`config.mk`:
```
export PLATFORM = sky130hd
export DESIGN_NAME = dbg_dump_engine_flat
export DESIGN_NICKNAME = d
export VERILOG_FILES = /design/src/rtl/dbg_dump_tx_if.sv /design/src/rtl/dbg_dump_engine.sv /design/src/flat_wrapper.sv
export SDC_FILE = /design/constraint.sdc
export NUM_CORES = 1
export LEC_CHECK = 0
export BUFFER_PORTS_ARGS = -buffer_cell sky130_fd_sc_hd__buf_2
export CAP_MARGIN = 10
export CELL_PAD_IN_SITES_DETAIL_PLACEMENT = 1
export CELL_PAD_IN_SITES_GLOBAL_PLACEMENT = 1
export CORE_MARGIN = 2
export CORE_UTILIZATION = 39
export DETAILED_ROUTE_END_ITERATION = 12
export GPL_ROUTABILITY_DRIVEN = 0
export PLACE_DENSITY = 0.83
export REMOVE_ABC_BUFFERS = 1
export SYNTH_ARGS = -nofsm -noshare
export SYNTH_HDL_FRONTEND = slang
export SYNTH_SLANG_ARGS = --single-unit
```
`constraint.sdc`:
```
create_clock -name clk -period 2.83 [get_ports clk]
set_input_delay 0.283 -clock clk [delete_from_list [all_inputs] [get_ports clk]]
set_output_delay 0.283 -clock clk [all_outputs]
set_load 0.05 [all_outputs]
```
`src/rtl/dbg_dump_tx_if.sv`:
```
`default_nettype none
// ============================================================================
// Module      : dbg_dump_tx_if
// Description : Byte-wide ready/valid stream from the dump engine to TX FIFO.
// Revision    : 1.0 - initial release
// ============================================================================
interface dbg_dump_tx_if #(
    parameter int NB_UART_DATA = 8
);
    logic [NB_UART_DATA-1:0] data;
    logic                    valid;
    logic                    ready;

    modport master (output data, output valid, input ready);
    modport slave  (input data, input valid, output ready);
endinterface
`default_nettype wire

```
`src/rtl/dbg_dump_engine.sv`:
```
`default_nettype none
// ============================================================================
// Module      : dbg_dump_engine
// Description : Framed byte-serial dump of PC, register file and a DMEM window.
// Revision    : 1.0 - initial release
// ============================================================================
module dbg_dump_engine #(
    parameter int                      NB_WORD         = 32,
    parameter int                      NB_UART_DATA    = 8,
    parameter int                      REG_ADDR_WIDTH  = 5,
    parameter int                      DMEM_ADDR_WIDTH = 5,
    parameter bit                      BIG_ENDIAN      = 1'b0,
    parameter logic [NB_UART_DATA-1:0] HEADER          = 8'h5A
) (
    input  wire                        clk,
    input  wire                        i_rst_n,
    input  wire                        i_start,
    input  wire                        i_abort,
    input  wire  [2:0]                 i_mask,
    input  wire  [DMEM_ADDR_WIDTH-1:0] i_dmem_base,
    input  wire  [DMEM_ADDR_WIDTH:0]   i_dmem_count,
    input  wire  [NB_WORD-1:0]         i_pc,
    output logic [REG_ADDR_WIDTH-1:0]  o_reg_addr,
    input  wire  [NB_WORD-1:0]         i_reg_data,
    output logic [DMEM_ADDR_WIDTH-1:0] o_dmem_addr,
    input  wire  [NB_WORD-1:0]         i_dmem_data,
    dbg_dump_tx_if.master              tx,
    output logic                       o_busy,
    output logic                       o_done
);

    localparam int c_NB_BYTES = NB_WORD / NB_UART_DATA;
    localparam int c_BCNT_W   = (c_NB_BYTES > 1) ? $clog2(c_NB_BYTES) : 1;
    localparam logic [c_BCNT_W-1:0] c_LAST_BYTE = c_BCNT_W'(c_NB_BYTES - 1);

    localparam logic [2:0] c_NX_PC         = 3'd0;
    localparam logic [2:0] c_NX_REG_FIRST  = 3'd1;
    localparam logic [2:0] c_NX_REG_NEXT   = 3'd2;
    localparam logic [2:0] c_NX_DMEM_FIRST = 3'd3;
    localparam logic [2:0] c_NX_DMEM_NEXT  = 3'd4;
    localparam logic [2:0] c_NX_CSUM       = 3'd5;

    typedef enum logic [2:0] {
        S_IDLE = 3'd0,
        S_HDR  = 3'd1,
        S_ADDR = 3'd2,
        S_CAPT = 3'd3,
        S_SEND = 3'd4,
        S_CSUM = 3'd5,
        S_DONE = 3'd6
    } state_t;

    typedef enum logic [1:0] {
        SEC_PC   = 2'd0,
        SEC_REG  = 2'd1,
        SEC_DMEM = 2'd2
    } sect_t;

    state_t                      r_state;
    sect_t                       r_sect;
    logic [2:0]                  r_mask;
    logic [DMEM_ADDR_WIDTH-1:0]  r_dbase;
    logic [DMEM_ADDR_WIDTH:0]    r_dcount;
    logic [DMEM_ADDR_WIDTH:0]    r_dleft;
    logic [REG_ADDR_WIDTH-1:0]   r_reg_addr;
    logic [DMEM_ADDR_WIDTH-1:0]  r_dmem_addr;
    logic [NB_WORD-1:0]          r_shift;
    logic [c_BCNT_W-1:0]         r_byte_cnt;
    logic [NB_UART_DATA-1:0]     r_csum;
    logic [NB_UART_DATA-1:0]     r_tx_data;
    logic                        r_tx_valid;
    logic                        r_busy;
    logic                        r_done;

    logic                        w_xfer;
    logic                        w_from_hdr;
    logic                        w_dmem_en;
    logic                        w_more_reg;
    logic                        w_more_dmem;
    logic                        w_last_byte;
    logic [2:0]                  w_next_step;
    logic [NB_WORD-1:0]          w_capt_word;
    logic [NB_WORD-1:0]          w_shift_nxt;
    logic [NB_UART_DATA-1:0]     w_csum_nxt;

    function automatic logic [NB_UART_DATA-1:0] f_lead_byte(input logic [NB_WORD-1:0] word);
        if (BIG_ENDIAN) return word[NB_WORD-1 -: NB_UART_DATA];
        else            return word[NB_UART_DATA-1:0];
    endfunction

    function automatic logic [NB_WORD-1:0] f_consume(input logic [NB_WORD-1:0] word);
        if (BIG_ENDIAN) return word << NB_UART_DATA;
        else            return word >> NB_UART_DATA;
    endfunction

    assign w_xfer      = r_tx_valid & tx.ready;
    assign w_from_hdr  = (r_state == S_HDR);
    assign w_dmem_en   = r_mask[2] && (r_dcount != '0);
    // r_sect is stale while in HDR, so section continuation only applies after a word.
    assign w_more_reg  = !w_from_hdr && (r_sect == SEC_REG) && (r_reg_addr != '1);
    assign w_more_dmem = !w_from_hdr && (r_sect == SEC_DMEM) &&
                         (r_dleft > (DMEM_ADDR_WIDTH + 1)'(1));
    assign w_last_byte = (r_byte_cnt == c_LAST_BYTE);
    assign w_shift_nxt = f_consume(r_shift);
    assign w_csum_nxt  = (r_state == S_SEND) ? (r_csum ^ r_tx_data) : r_csum;

    always_comb begin
        w_next_step = c_NX_CSUM;
        if (w_from_hdr && r_mask[0])
            w_next_step = c_NX_PC;
        else if (w_more_reg)
            w_next_step = c_NX_REG_NEXT;
        else if (w_more_dmem)
            w_next_step = c_NX_DMEM_NEXT;
        else if ((w_from_hdr || r_sect == SEC_PC) && r_mask[1])
            w_next_step = c_NX_REG_FIRST;
        else if ((w_from_hdr || r_sect != SEC_DMEM) && w_dmem_en)
            w_next_step = c_NX_DMEM_FIRST;
    end

    always_comb begin
        w_capt_word = i_dmem_data;
        case (r_sect)
            SEC_PC:  w_capt_word = i_pc;
            SEC_REG: w_capt_word = i_reg_data;
            default: w_capt_word = i_dmem_data;
        endcase
    end

    always_ff @(posedge clk or negedge i_rst_n) begin
        if (!i_rst_n) begin
            r_state     <= S_IDLE;
            r_sect      <= SEC_PC;
            r_mask      <= '0;
            r_dbase     <= '0;
            r_dcount    <= '0;
            r_dleft     <= '0;
            r_reg_addr  <= '0;
            r_dmem_addr <= '0;
            r_shift     <= '0;
            r_byte_cnt  <= '0;
            r_csum      <= '0;
            r_tx_data   <= '0;
            r_tx_valid  <= 1'b0;
            r_busy      <= 1'b0;
            r_done      <= 1'b0;
        end else if (i_abort && (r_state != S_IDLE)) begin
            r_state    <= S_IDLE;
            r_tx_valid <= 1'b0;
            r_busy     <= 1'b0;
            r_done     <= 1'b0;
        end else begin
            case (r_state)
                S_IDLE: begin
                    if (i_start) begin
                        r_mask     <= i_mask;
                        r_dbase    <= i_dmem_base;
                        r_dcount   <= i_dmem_count;
                        r_csum     <= '0;
                        r_busy     <= 1'b1;
                        r_tx_data  <= HEADER;
                        r_tx_valid <= 1'b1;
                        r_state    <= S_HDR;
                    end
                end
                S_HDR, S_SEND: begin
                    if (w_xfer) begin
                        if (r_state == S_SEND)
                            r_csum <= w_csum_nxt;
                        if ((r_state == S_SEND) && !w_last_byte) begin
                            r_byte_cnt <= r_byte_cnt + 1'b1;
                            r_shift    <= w_shift_nxt;
                            r_tx_data  <= f_lead_byte(w_shift_nxt);
                        end else begin
                            // Word (or header) finished: select the next word's address.
                            r_tx_valid <= 1'b0;
                            r_state    <= S_ADDR;
                            case (w_next_step)
                                c_NX_PC: r_sect <= SEC_PC;
                                c_NX_REG_FIRST: begin
                                    r_sect     <= SEC_REG;
                                    r_reg_addr <= '0;
                                end
                                c_NX_REG_NEXT: r_reg_addr <= r_reg_addr + 1'b1;
                                c_NX_DMEM_FIRST: begin
                                    r_sect      <= SEC_DMEM;
                                    r_dmem_addr <= r_dbase;
                                    r_dleft     <= r_dcount;
                                end
                                c_NX_DMEM_NEXT: begin
                                    r_dmem_addr <= r_dmem_addr + 1'b1;
                                    r_dleft     <= r_dleft - 1'b1;
                                end
                                default: begin
                                    r_state    <= S_CSUM;
                                    r_tx_valid <= 1'b1;
                                    r_tx_data  <= w_csum_nxt;
                                end
                            endcase
                        end
                    end
                end
                S_ADDR: r_state <= S_CAPT;
                S_CAPT: begin
                    r_shift    <= w_capt_word;
                    r_tx_data  <= f_lead_byte(w_capt_word);
                    r_tx_valid <= 1'b1;
                    r_byte_cnt <= '0;
                    r_state    <= S_SEND;
                end
                S_CSUM: begin
                    if (w_xfer) begin
                        r_tx_valid <= 1'b0;
                        r_busy     <= 1'b0;
                        r_done     <= 1'b1;
                        r_state    <= S_DONE;
                    end
                end
                S_DONE: begin
                    r_done  <= 1'b0;
                    r_state <= S_IDLE;
                end
                default: r_state <= S_IDLE;
            endcase
        end
    end

    assign tx.data     = r_tx_data;
    assign tx.valid    = r_tx_valid;
    assign o_reg_addr  = r_reg_addr;
    assign o_dmem_addr = r_dmem_addr;
    assign o_busy      = r_busy;
    assign o_done      = r_done;

endmodule
`default_nettype wire

```
`src/flat_wrapper.sv`:
```
// flat-port wrapper written by rule: the top's interface ports become plain ports
module dbg_dump_engine_flat 
#(
    parameter int                      NB_WORD         = 32,
    parameter int                      NB_UART_DATA    = 8,
    parameter int                      REG_ADDR_WIDTH  = 5,
    parameter int                      DMEM_ADDR_WIDTH = 5,
    parameter bit                      BIG_ENDIAN      = 1'b0,
    parameter logic [NB_UART_DATA-1:0] HEADER          = 8'h5A
)
  (clk, i_rst_n, i_start, i_abort, i_mask, i_dmem_base, i_dmem_count, i_pc, o_reg_addr, i_reg_data, o_dmem_addr, i_dmem_data, o_busy, o_done, tx_data, tx_valid, tx_ready);
  dbg_dump_tx_if #(.NB_UART_DATA(NB_UART_DATA)) tx_i ();
  input  wire clk;
  input  wire i_rst_n;
  input  wire i_start;
  input  wire i_abort;
  input  wire  [2:0] i_mask;
  input  wire  [DMEM_ADDR_WIDTH-1:0] i_dmem_base;
  input  wire  [DMEM_ADDR_WIDTH:0] i_dmem_count;
  input  wire  [NB_WORD-1:0] i_pc;
  output logic [REG_ADDR_WIDTH-1:0] o_reg_addr;
  input  wire  [NB_WORD-1:0] i_reg_data;
  output logic [DMEM_ADDR_WIDTH-1:0] o_dmem_addr;
  input  wire  [NB_WORD-1:0] i_dmem_data;
  output logic o_busy;
  output logic o_done;
  output wire logic [$bits(tx_i.data)-1:0] tx_data;
  output wire logic [$bits(tx_i.valid)-1:0] tx_valid;
  input wire logic [$bits(tx_i.ready)-1:0] tx_ready;
  assign tx_data = tx_i.data;
  assign tx_valid = tx_i.valid;
  assign tx_i.ready = tx_ready;
  dbg_dump_engine #(.NB_WORD(NB_WORD), .NB_UART_DATA(NB_UART_DATA), .REG_ADDR_WIDTH(REG_ADDR_WIDTH), .DMEM_ADDR_WIDTH(DMEM_ADDR_WIDTH), .BIG_ENDIAN(BIG_ENDIAN), .HEADER(HEADER)) u_core (.clk(clk), .i_rst_n(i_rst_n), .i_start(i_start), .i_abort(i_abort), .i_mask(i_mask), .i_dmem_base(i_dmem_base), .i_dmem_count(i_dmem_count), .i_pc(i_pc), .o_reg_addr(o_reg_addr), .i_reg_data(i_reg_data), .o_dmem_addr(o_dmem_addr), .i_dmem_data(i_dmem_data), .tx(tx_i), .o_busy(o_busy), .o_done(o_done));
endmodule
```
* Word level (Yosys, flattened, before mapping)
Cells that the tools add are included.
** Operators by class
- Add/subtract/negate cells :: 4
- $lt $le $gt $ge :: 1
- Equal/unequal tests :: 24
- Multiplexer cells :: 45
- Bitwise operators :: 4
- Reduce and logical (&&, ||, !) cells :: 41
** Operators with widths (count)
- $pmux 32 s2 :: 2
- $mux 32 :: 2
- $mux 8 :: 8
- $mux 3 :: 11
- $reduce_and 5->1 :: 6
- $pmux 8 s3 :: 1
- $pmux 5 s2 :: 2
- $pmux 8 s2 :: 1
- $pmux 3 s5 :: 1
- $reduce_bool 3->1 :: 5
- $eq 3x2->1 const B :: 4
- $eq 3x3->1 const B :: 4
- $pmux 6 s2 :: 1
- $add 5x1->5 const B :: 2
- $logic_and 1x1->1 :: 10
- $mux 1 :: 9
- $ne 3x2->1 const B :: 3
- $reduce_and 4->1 :: 2
- $reduce_bool 2->1 :: 4
- $xor 8x8->8 :: 1
- $eq 3x1->1 const B :: 2
- $gt 6x1->1 const B :: 1
- $logic_not 3->1 :: 2
- $ne 2x1->1 const B :: 3
- other kinds (23) :: 32
** Word-level totals
- Bits in registers :: 88
- Input bits :: 115
- Output and inout port bits :: 21

* Depth between registers and ports, before layout
Gate-level depths: netlist of the first run.
- Depth in word-level cells :: 15
- Mapped depth :: 9
- Gate-level depth less buffers :: 8

* Least setup slack after synthesis of the first run
OpenSTA, ideal clock, no wires.
- Path type :: register -> register
- Start :: register u_core.r_reg_addr[0], in the netlist u_core.o_reg_addr[0]
- End :: register u_core.r_dmem_addr[2], in the netlist u_core.o_dmem_addr[2]
- Data arrival time :: 2549 ps
- Data required time :: 2704 ps
- Slack :: 155 ps
- Cell stages (with the launch flop) :: 10
- Path buffers :: 1
- Period minus slack after synthesis :: 2675 ps
- Cell sequence :: dfrtp_1 > ha_1 > and3_1 > ha_1 > nor3b_1 > mux2i_1 > or4b_4 > buf_6 > o21a_4 > a221o_1
** On the way
- Longest elaborated chain between the ends :: 7
** Ends and longest elaborated chain
- from (decl) :: line dbg_dump_engine.sv:65 : logic [REG_ADDR_WIDTH-1:0] r_reg_addr;
- from (signal assigned) :: line dbg_dump_engine.sv:184 : c_NX_REG_NEXT: r_reg_addr <= r_reg_addr + 1'b1;
- $ne 5x5->1 * :: line dbg_dump_engine.sv:100 : assign w_more_reg = !w_from_hdr && (r_sect == SEC_REG) && (r_reg_addr != '1);
- $logic_and 1x1->1 * :: line dbg_dump_engine.sv:100
- $mux 3 * :: line dbg_dump_engine.sv:111 : else if (w_more_reg)
- $mux 3 * :: line dbg_dump_engine.sv:109 : if (w_from_hdr && r_mask[0])
- $eq 3x2->1 or $eq 3x3->1 (tied branches) :: line dbg_dump_engine.sv:178 : case (w_next_step)
- $reduce_bool 2->1 (no line)
- $reduce_and 5->1 (no line)
- to (signal assigned) :: line dbg_dump_engine.sv:187 : r_dmem_addr <= r_dbase;
- to (signal assigned) :: line dbg_dump_engine.sv:191 : r_dmem_addr <= r_dmem_addr + 1'b1;
- to (decl) :: line dbg_dump_engine.sv:66 : logic [DMEM_ADDR_WIDTH-1:0] r_dmem_addr;
Mark *: on every way between the ends. The rest lies on a longest branch, timed or not.
A chain may end at the register's enable or synchronous reset.

* Final worst setup path of the first run
- Start :: register u_core.r_dleft[2]
- End :: register u_core.r_dmem_addr[4], in the netlist u_core.o_dmem_addr[4]
** On the way
- Longest elaborated chain between the ends :: 8
** Ends and longest elaborated chain
- from (decl) :: line dbg_dump_engine.sv:64 : logic [DMEM_ADDR_WIDTH:0] r_dleft;
- from (signal assigned) :: line dbg_dump_engine.sv:188 : r_dleft <= r_dcount;
- from (signal assigned) :: line dbg_dump_engine.sv:192 : r_dleft <= r_dleft - 1'b1;
- $gt 6x1->1 * :: line dbg_dump_engine.sv:102 : (r_dleft > (DMEM_ADDR_WIDTH + 1)'(1));
- $logic_and 1x1->1 * :: line dbg_dump_engine.sv:101 : assign w_more_dmem = !w_from_hdr && (r_sect == SEC_DMEM) &&
- $mux 3 * :: line dbg_dump_engine.sv:113 : else if (w_more_dmem)
- $mux 3 * :: line dbg_dump_engine.sv:111
- $mux 3 * :: line dbg_dump_engine.sv:109
- $eq 3x2->1 or $eq 3x3->1 (tied branches) :: line dbg_dump_engine.sv:178
- $reduce_bool 2->1 (no line)
- $reduce_and 5->1 (no line)
Marked as above.

==> results of run 1 <==
==> state kept, by name (all words and copies together) (netlist names), 5 cells and up <==
name and cells:
u_core.o_reg_addr 5, u_core.r_dcount 6, u_core.o_dmem_addr 5, u_core.r_dbase 5, u_core.r_shift 24, u_core.tx.data 8
u_core.r_csum 8, u_core.r_dleft 6
==> logic make-up after synthesis <==
group                      after synthesis
buffers and inverters                   60
adders and majority gates                6
muxes                                   54
and+or+nand+nor                        191
xor gates and xnor gates                 2
DFF                                     80
AOI/OAI and AO/OA                      194
==> Yosys cell counts (all sizes together) (4+ instances only) <==
| cell | number |
|---|---|
| nand2 | 85 |
| dfrtp | 80 |
| o21ai | 52 |
| nor2 | 46 |
| a21oi | 43 |
| clkbuf | 39 |
| mux2i | 36 |
| a31oi | 21 |
| mux2 | 18 |
| inv | 13 |
| o31ai | 13 |
| nand2b | 12 |
| nand3 | 11 |
| buf | 7 |
| a221o | 6 |
| ha | 6 |
| o211ai | 6 |
| nor3b | 5 |
| o2111ai | 5 |
| a21o | 4 |
| nand3b | 4 |
| nor3 | 4 |
| o22ai | 4 |
==> per-stage QoR <==
stage,instances,hold WS [ps]
floorplan,541,-12.6
global placement,869,396
detailed placement,869,416
CTS,885,48.9
global route,885,74.1
finish,885,13.4
==> per-layer routing <==
metal	vias up	global-route usage (%)	share of wire (%)
met4	0	9.71	2.5
met5	-	0	0
met1	2547	28.5	41
met2	166	40.5	50
li1	2399	-	-
met3	31	6.52	6.2
==> final cells by class <==
class | count | area (µm²)
clock inverter | 5 | 56.3
sequential | 80 | 2000
fill | 1591 | 6410
tap | 172 | 215
clock buffer | 11 | 243
inverter | 14 | 52.6
multi-input combinational | 447 | 2850
timing repair buffer | 156 | 836
==> worst max-delay path, stage by stage, from the launching register on <==
cell	delay (ps)
dfrtp_1	450
or3_1	450
o311a_1	430
or4b_4	640
o21a_4	250
a221o_1	300
==> worst min path at each step <==
stage	from	to	slack [ps]	cells past startpoint
floorplan	i_rst_n	u_core.o_busy	-10	0
global placement	i_rst_n	u_core.r_dbase[4]	400	1
detailed placement	i_rst_n	u_core.o_dmem_addr[3]	420	1
CTS	i_rst_n	u_core.o_dmem_addr[3]	50	1
global route	i_rst_n	u_core.o_dmem_addr[3]	70	1
finish	i_rst_n	u_core.r_dbase[2]	10	1
==> where the power goes <==
group          switching [mW]  total [mW]  internal [mW]
Combinational            2.04        3.20           1.17
Sequential              0.445        2.07           1.62
Clock                   0.492        1.20          0.707
==> summary.md, run 1 <==
| Metric | Value |
|---|---|
| Status | `completed` |
| Mapped Cells | `587` |
| CTS HTree Levels | `3` |
| Most common cell after layout, fill and taps aside | `buf_2` |
| PortBufs | `135` |
| Slew Limit Fails | `0` |
| Async S/R FF share, synth | `100%` |
| Final setup violation count | `0` |
| Clk buf depth | `2` |
| Top_reg_cell synth | `dfrtp_1` |
| Reg-to-Reg End | `u_core.o_dmem_addr[4]` |
| FF-to-FF Start | `u_core.r_dleft[2]` |
| Setup CP Type | `flop to flop` |
| Num rows | `41` |
| Syn avg cell area | `about 8.7 µm²` |
| Worst VDD drop | `between 0.4 and 0.5 mV` |
| ANT nets after route | `0` |
| Post-CTS Resized | `0` |
| # nets final | `~830` |
| Worst EP arrival | `between 2000 and 3000 ps` |
| GRT Util Overall | `between 20% and 30%` |
| F_max | `about 380 MHz` |
| Vias in the first global route | `roughly 5500` |
| # diodes | `0` |
| Yosys top cell by area | `dfrtp_1` |
| CTS Buf Count | `9` |
| Clk_skew | `between 9 and 10 ps` |
| Yosys warnings | `0` |
| Reg2Reg Depth | `5` |
| Cell Area, Synth | `0.00508 mm²` |
| Placed Instance Area | `between 0.005 and 0.006 mm²` |
| RSZ-0062 raised after global routing | `false` |
| Critical Path Start Type | `flop` |
| Avg WL per Cell | `18.4 µm` |
| Hold Path Class | `input port to async pin` |
| Clk_lat worst skew | `350 ps` |
| Leak | `2.82 nW` |
| Post-synthesis register bit count | `80` |
| Initial core utilization | `40.1%` |
| Post-CTS setup buffer count | `0` |
| Fin util | `between 40% and 50%` |
| Cts-stage hold buffer count | `0` |
| CTS root buf | `clkbuf_16` |
| Max-capacitance violation count | `0` |
| Most area-consuming cells after synthesis | `dfrtp_1 (39%), mux2i_1 (7.1%), nand2_1 (6.3%)` |
| Synth top area share | `about two fifths` |
| Main combinational cell family by area after synthesis | `compound AO/OA/AOI/OAI gates` |
| Final HPWL DP | `11900 µm` |
| Syn-to-layout area delta | `23.2%` |
| Pwr/cell area | `~1000 mW/mm²` |
| Total power | `about 6.5 mW` |
| Crit path max fanout | `9` |
| Post-synthesis mux area share | `approximately 11%` |
| First-pass GRT wire length | `26900 µm` |
| Synth Area in Simple Gates | `between 10% and 20%` |
| Register area share after synthesis | `just under 40%` |
| Post-Synth XOR/XNOR Area | `0.345%` |
| CP startpoint | `u_core.r_dleft[2]` |
| Clock transition at path regs | `roughly 60 ps` |
| Synth Area in Adders | `~1.5%` |
| Maximum number of pins on one net before global-route repair | `64` |
| Slew of the pin with the lowest slew margin | `~770 ps` |
| Tcrit/Tclk final | `93.2%` |
| Placeable Area | `0.0127 mm²` |
| Final worst setup slack | `193 ps` |
| Most frequent cells in the layout | `buf_2 (134), nand2_1 (85), dfrtp_1 (78)` |
| Post-Place Worst Slack | `roughly 230 ps` |
| CTS Sinks | `80` |
| CTS tree | `yes` |
| IO Pins | `between 100 and 150` |
| CP endpoint kind | `flop` |
| Die height | `between 100 and 150 µm` |
| Setup TNS | `0 ps` |
| Number of synthesized flops with an enable pin | `0` |
| Via/cell ratio | `5.81` |
| Drt drc | `0` |
| Finished Cell Area | `0.00626 mm²` |
| Initial antenna violation count | `0` |
| DR pass1 iterations | `4` |
| Tmin final | `2640 ps` |
| WP data required | `around 3100 ps` |
| Critical Path End | `u_core.o_dmem_addr[4]` |
| Vias | `roughly 5100` |
| Final hold vios | `0` |
| DR iter-0 viols | `373` |
| Library cells used by synthesis | `67` |
| Total grt overflow | `0` |
| Layout cells sized above 1 | `28.3%` |
| Reg2reg setup slack | `~190 ps` |
| Detailed-route wire length | `~16000 µm` |
| DIE WIDTH | `roughly 120 µm` |
| Compound-Gate Fraction of Synth Area | `between 20% and 30%` |
| Die area | `0.0140 mm²` |
| Relative slew margins | `48.8%` |
No activity file was read; power rests on OpenSTA's default activity.
==> run 2: changes to the inputs <==
--- a/config.mk
+++ b/config.mk
@@ -13,8 +13,10 @@
 export CORE_UTILIZATION = 39
 export DETAILED_ROUTE_END_ITERATION = 12
 export GPL_ROUTABILITY_DRIVEN = 0
+export HOLD_SLACK_MARGIN = 0.15
 export PLACE_DENSITY = 0.83
 export REMOVE_ABC_BUFFERS = 1
+export SETUP_SLACK_MARGIN = 0.3
 export SYNTH_ARGS = -nofsm -noshare
 export SYNTH_HDL_FRONTEND = slang
 export SYNTH_SLANG_ARGS = --single-unit
==> summary.md, run 2 (same netlist as run 1, synthesis figures left out) <==
| Metric | Value |
|---|---|
| Max reg flops | `24` |
| Crit path max fanout | `6` |
| Final hold vios | `0` |
| Destination of the worst hold path | `u_core.r_dcount[2]` |
| Slew Limit Fails | `0` |
| ANT nets after route | `0` |
| Finished Cell Area | `0.00639 mm²` |
| Status | `completed` |
| Final setup violation count | `0` |
| GRT Util Overall | `around a quarter` |
| Worst Hold Depth | `2` |
| Setup TNS | `0 ps` |
| Final worst setup slack | `between 300 and 400 ps` |
| Top sig layer | `met4` |
| Hold Startpoint | `i_dmem_count[2]` |
| Drt drc | `0` |
| First-pass GRT wire length | `roughly 27000 µm` |
| Final HPWL DP | `between 10000 and 15000 µm` |
| Reg-to-Reg End | `u_core.o_dmem_addr[0]` |
| Met3 WL | `between 900 and 1000 µm` |
| Tmin final | `around 2500 ps` |
| Clk_skew | `between 7 and 8 ps` |
| Ordered list of cells on the worst path | `or3b_4 > a221o_1 > buf_4 > or4b_4 > o31a_1 > o31ai_1` |
| Die height | `118 µm` |
| Syn-to-layout area delta | `25.8%` |
| Most common cell after layout, fill and taps aside | `buf_2` |
| Vias | `roughly 5200` |
| Tcrit/Tclk final | `between 80% and 90%` |
| DR iter-0 viols | `~290` |
| Hold Path Class | `input port to flop` |
| Met2 WL | `8320 µm` |
| Critical Path Start Type | `flop` |
| Slowest stage cell on the critical path | `or4b_4` |
| Finished Layout Cells | `around 900` |
| # nets final | `837` |
| Cells after DPL | `between 800 and 900` |
| CTS Sinks | `80` |
| CTS tree | `yes` |
| Leak | `between 2 and 3 nW` |
| Clock transition at path regs | `~60 ps` |
| Slew of the pin with the lowest slew margin | `just under 800 ps` |
| IO Pins | `around 140` |
| Setup CP Type | `flop to flop` |
| Initial antenna violation count | `0` |
| Most frequent cells in the layout | `buf_2 (134), nand2_1 (85), dfrtp_1 (78)` |
| CTS root buf | `clkbuf_16` |
| PortBufs | `approximately 140` |
| WP depth | `6` |
| Placeable Area | `around 0.013 mm²` |
| Detailed-route wire length | `approximately 17000 µm` |
| CP endpoint kind | `flop` |
| DIE WIDTH | `about 120 µm` |
| Vias in the first global route | `5499` |
| Post-Place Worst Slack | `approximately 230 ps` |
| Max-capacitance violation count | `0` |
| Via/cell ratio | `between 5 and 6` |
| F_max | `about 400 MHz` |
| DR pass1 iterations | `5` |
| Reg2Reg Depth | `6` |
| Pwr/cell area | `1040 mW/mm²` |
| Final hold slack | `approximately 160 ps` |
| RSZ-0062 raised after global routing | `true` |
| Die area | `0.0140 mm²` |
| Total grt overflow | `0` |
| Met1 Wirelength | `about 7000 µm` |
| Clk buf depth | `2` |
| Num rows | `41` |
| # diodes | `0` |
| FF-to-FF Start | `u_core.r_state[1]` |
| Reg2reg setup slack | `between 300 and 400 ps` |
| Avg WL per Cell | `around 19 µm` |
| Placed Instance Area | `a little under 0.006 mm²` |
| Layout cells sized above 1 | `30.0%` |
| Maximum number of pins on one net before global-route repair | `64` |
| Clk_lat worst skew | `between 300 and 400 ps` |
| CP bufs+invs | `1` |
| CTS HTree Levels | `3` |
| Top reg by flops | `u_core.r_shift` |
| WP data required | `3090 ps` |
| Delay-heaviest family, CP | `simple AND/OR/NAND/NOR gates` |
| CP max stage delay | `~560 ps` |
| Worst EP arrival | `2760 ps` |
| Worst VDD drop | `a little under 0.4 mV` |
| CTS Buf Count | `9` |
| Initial core utilization | `between 40 and 50%` |
| Relative slew margins | `48.2%` |
| Total power | `6.67 mW` |
| Fin util | `approximately half` |
-- run 2: layer usage --
layer,vias to the layer above,GRT usage (%)
met5,-,0
met2,166,40.7
met1,2607,28.7
met3,39,6.47
met4,0,9.71
li1,2415,-
-- run 2: cell type report --
cell class / count / area, µm²
Timing Repair Buffer: 163 / 903
Tap cell: 172 / 215
Clock buffer: 11 / 243
Inverter: 14 / 52.6
Multi-Input combinational cell: 448 / 2920
Fill cell: 1574 / 6280
Clock inverter: 5 / 56.3
Sequential cell: 80 / 2000
-- run 2: how the worst max path moves through the flow --
stage	from	end	slack, ps
2_1_floorplan	u_core.r_state[1]	u_core.o_dmem_addr[1]	-1680
3_3_place_gp	u_core.r_dleft[2]	u_core.r_dleft[2]	320
3_5_place_dp	u_core.r_dleft[2]	u_core.o_dmem_addr[4]	230
4_1_cts	u_core.r_dleft[2]	u_core.o_dmem_addr[4]	290
5_1_grt	u_core.o_reg_addr[0]	u_core.r_dleft[0]	270
6_report	u_core.r_state[1]	u_core.o_dmem_addr[0]	330
-- run 2: timing repair --
action	in CTS	in global routing
setup buffers	0	4
hold buffers	3	0
endpoints found under the setup margin	12	16
pin swaps	1	2
cloned	0	1
endpoints found under the hold margin	59	0
resized for setup	3	11
-- run 2: power breakdown --
part / total, mW / leakage [nW] / internal (mW) / switching [mW]
logic: 3.38 / 1.75 / 1.26 / 2.12
registers: 2.08 / 0.979 / 1.62 / 0.457
clock network: 1.20 / 0.145 / 0.707 / 0.493
total: 6.67 / 2.87 / 3.59 / 3.07
==> run 3: changes to the inputs <==
--- a/config.mk
+++ b/config.mk
@@ -5,7 +5,7 @@
 export SDC_FILE = /design/constraint.sdc
 export NUM_CORES = 1
 export LEC_CHECK = 0
-export BUFFER_PORTS_ARGS = -buffer_cell sky130_fd_sc_hd__buf_2
+export BUFFER_PORTS_ARGS = -buffer_cell sky130_fd_sc_hd__buf_4
 export CAP_MARGIN = 10
 export CELL_PAD_IN_SITES_DETAIL_PLACEMENT = 1
 export CELL_PAD_IN_SITES_GLOBAL_PLACEMENT = 1
==> summary.md, run 3 (same netlist as run 1, synthesis figures left out) <==
| Metric | Value |
|---|---|
| Vias in the first global route | `5541` |
| CP bufs+invs | `0` |
| Delay-heaviest family, CP | `simple AND/OR/NAND/NOR gates` |
| Hold Path Class | `input port to flop` |
| Top reg by flops | `u_core.r_shift` |
| Syn-to-layout area delta | `33.6%` |
| Placeable Area | `around 0.013 mm²` |
| CTS tree | `yes` |
| CP startpoint | `u_core.r_dleft[2]` |
| Final worst setup slack | `around 270 ps` |
| Relative slew margins | `roughly half` |
| DIE WIDTH | `approximately 120 µm` |
| Clk_lat worst skew | `between 300 and 400 ps` |
| Finished Layout Cells | `roughly 900` |
| Storage element area | `between 0.002 and 0.0025 mm²` |
| Slew Limit Fails | `0` |
| Die area | `between 0.01 and 0.015 mm²` |
| First-pass GRT wire length | `~28000 µm` |
| ANT nets after route | `0` |
| Fin util | `roughly 54%` |
| # diodes | `0` |
| CTS Buf Count | `9` |
| Detailed-route wire length | `17400 µm` |
| Initial antenna violation count | `0` |
| Max-capacitance violation count | `0` |
| Met3 WL | `1020 µm` |
| Slowest stage cell on the critical path | `or4b_4` |
| Final hold vios | `0` |
| Worst VDD drop | `slightly below 0.4 mV` |
| Avg WL per Cell | `19.3 µm` |
| IO Pins | `approximately 140` |
| Layout cells sized above 1 | `a little under a third` |
| Final setup violation count | `0` |
| # nets final | `roughly 850` |
| Ordered list of cells on the worst path | `or3_4 > o311a_4 > or4b_4 > o21a_4 > a221o_1` |
| DR pass1 iterations | `4` |
| Post-Place Worst Slack | `255 ps` |
| Vias | `between 5000 and 6000` |
| Clock transition at path regs | `~60 ps` |
| Leak | `between 3 and 4 nW` |
| RSZ-0062 raised after global routing | `true` |
| Hold Startpoint | `i_dmem_base[1]` |
| Tmin final | `2560 ps` |
| Die height | `around 120 µm` |
| Status | `completed` |
| Total power | `a little under 7 mW` |
| Cells after DPL | `870` |
| Fillers | `between 1500 and 2000` |
| Pwr/cell area | `1000 mW/mm²` |
| Most frequent cells in the layout | `buf_4 (170), nand2_1 (85), dfrtp_1 (74)` |
| CP max stage delay | `600 ps` |
| GRT Util Overall | `24.3%` |
| Crit path max fanout | `5` |
| Initial core utilization | `40.1%` |
| Setup CP Type | `flop to flop` |
| Total grt overflow | `0` |
| Final HPWL DP | `about 12000 µm` |
| Max reg flops | `24` |
| Slew of the pin with the lowest slew margin | `between 700 and 800 ps` |
| FF-to-FF Start | `u_core.r_dleft[2]` |
| Critical Path Start Type | `flop` |
| CTS Sinks | `80` |
| CTS root buf | `clkbuf_16` |
| Clk_skew | `just under 8 ps` |
| Num rows | `41` |
| Multi-input gate area | `a little under 0.003 mm²` |
| CP endpoint kind | `flop` |
| Tcrit/Tclk final | `roughly nine tenths` |
| Met2 WL | `a little under 9000 µm` |
| Via/cell ratio | `about 5.8` |
| Met1 Wirelength | `~7100 µm` |
| DR iter-0 viols | `374` |
| CTS HTree Levels | `3` |
| PortBufs | `about 140` |
| Top sig layer | `met4` |
| Worst EP arrival | `around 2800 ps` |
| Maximum number of pins on one net before global-route repair | `64` |
| Clk buf depth | `2` |
| F_max | `391 MHz` |
| Most common cell after layout, fill and taps aside | `buf_4` |
| WP data required | `slightly above 3000 ps` |
| Setup TNS | `0 ps` |
| Drt drc | `0` |
## run 3: changes by cell type in the layout (fill, tap and decap cells not counted), moves of 2 or more
| cell | before | now |
|---|---|---|
| buf_2 | 134 | 0 |
| buf_4 | 24 | 170 |
| clkbuf_1 | 1 | 3 |
| dfrtp_1 | 78 | 74 |
| dfrtp_2 | 2 | 6 |
| ha_1 | 6 | 4 |
| ha_2 | 0 | 2 |
## run 3: final cells by class
type	instances	area share, %
tap	172	3.17
sequential	80	29.6
clock inverter	3	0.258
inverter	14	0.774
clock buffer	13	3.69
timing repair buffer	174	19.4
multi-input combinational	448	43.1
## run 3: worst paths after layout
check | endpoint | slack [ps] | cells after the start
worst max-delay path | u_core.o_dmem_addr[3] | 270 | 5
worst min-delay path | u_core.r_dbase[1] | 160 | 2
worst max register to register | u_core.o_dmem_addr[3] | 270 | 5
worst min register to register | u_core.r_byte_cnt[1] | 480 | 2
max in group asynchronous | u_core.tx.data[5] | 1600 | 3
min in group asynchronous | u_core.r_csum[1] | 530 | 2
## run 3: metrics by stage
stage | instance area [µm²] | hold WS, ps
6_report | 6790 | 164
5_1_grt | 6790 | 160
4_1_cts | 6610 | 156
3_5_place_dp | 6300 | 387
3_3_place_gp | 6300 | 370
2_1_floorplan | 4890 | -12.6
## run 3: repair_timing
| item | CTS | global route |
|---|---|---|
| cloned | 0 | 1 |
| hold endpoints to repair | 54 | 0 |
| pin swaps | 2 | 9 |
| setup buffers | 0 | 14 |
| gates resized for setup | 3 | 15 |
| hold buffers | 3 | 0 |
| endpoints found under the setup margin | 12 | 18 |
## run 3: power by group
part           internal [mW]  switching (mW)
Clock                  0.616           0.463
Sequential              1.63           0.481
Combinational           1.44            2.16
## run 3: routing by layer
| layer | GRT usage, % | vias to the layer above |
|---|---|---|
| met1 | 28.9 | 2581 |
| met2 | 42.1 | 170 |
| met5 | 0 | - |
| met4 | 10.2 | 0 |
| met3 | 5.41 | 33 |
| li1 | - | 2432 |
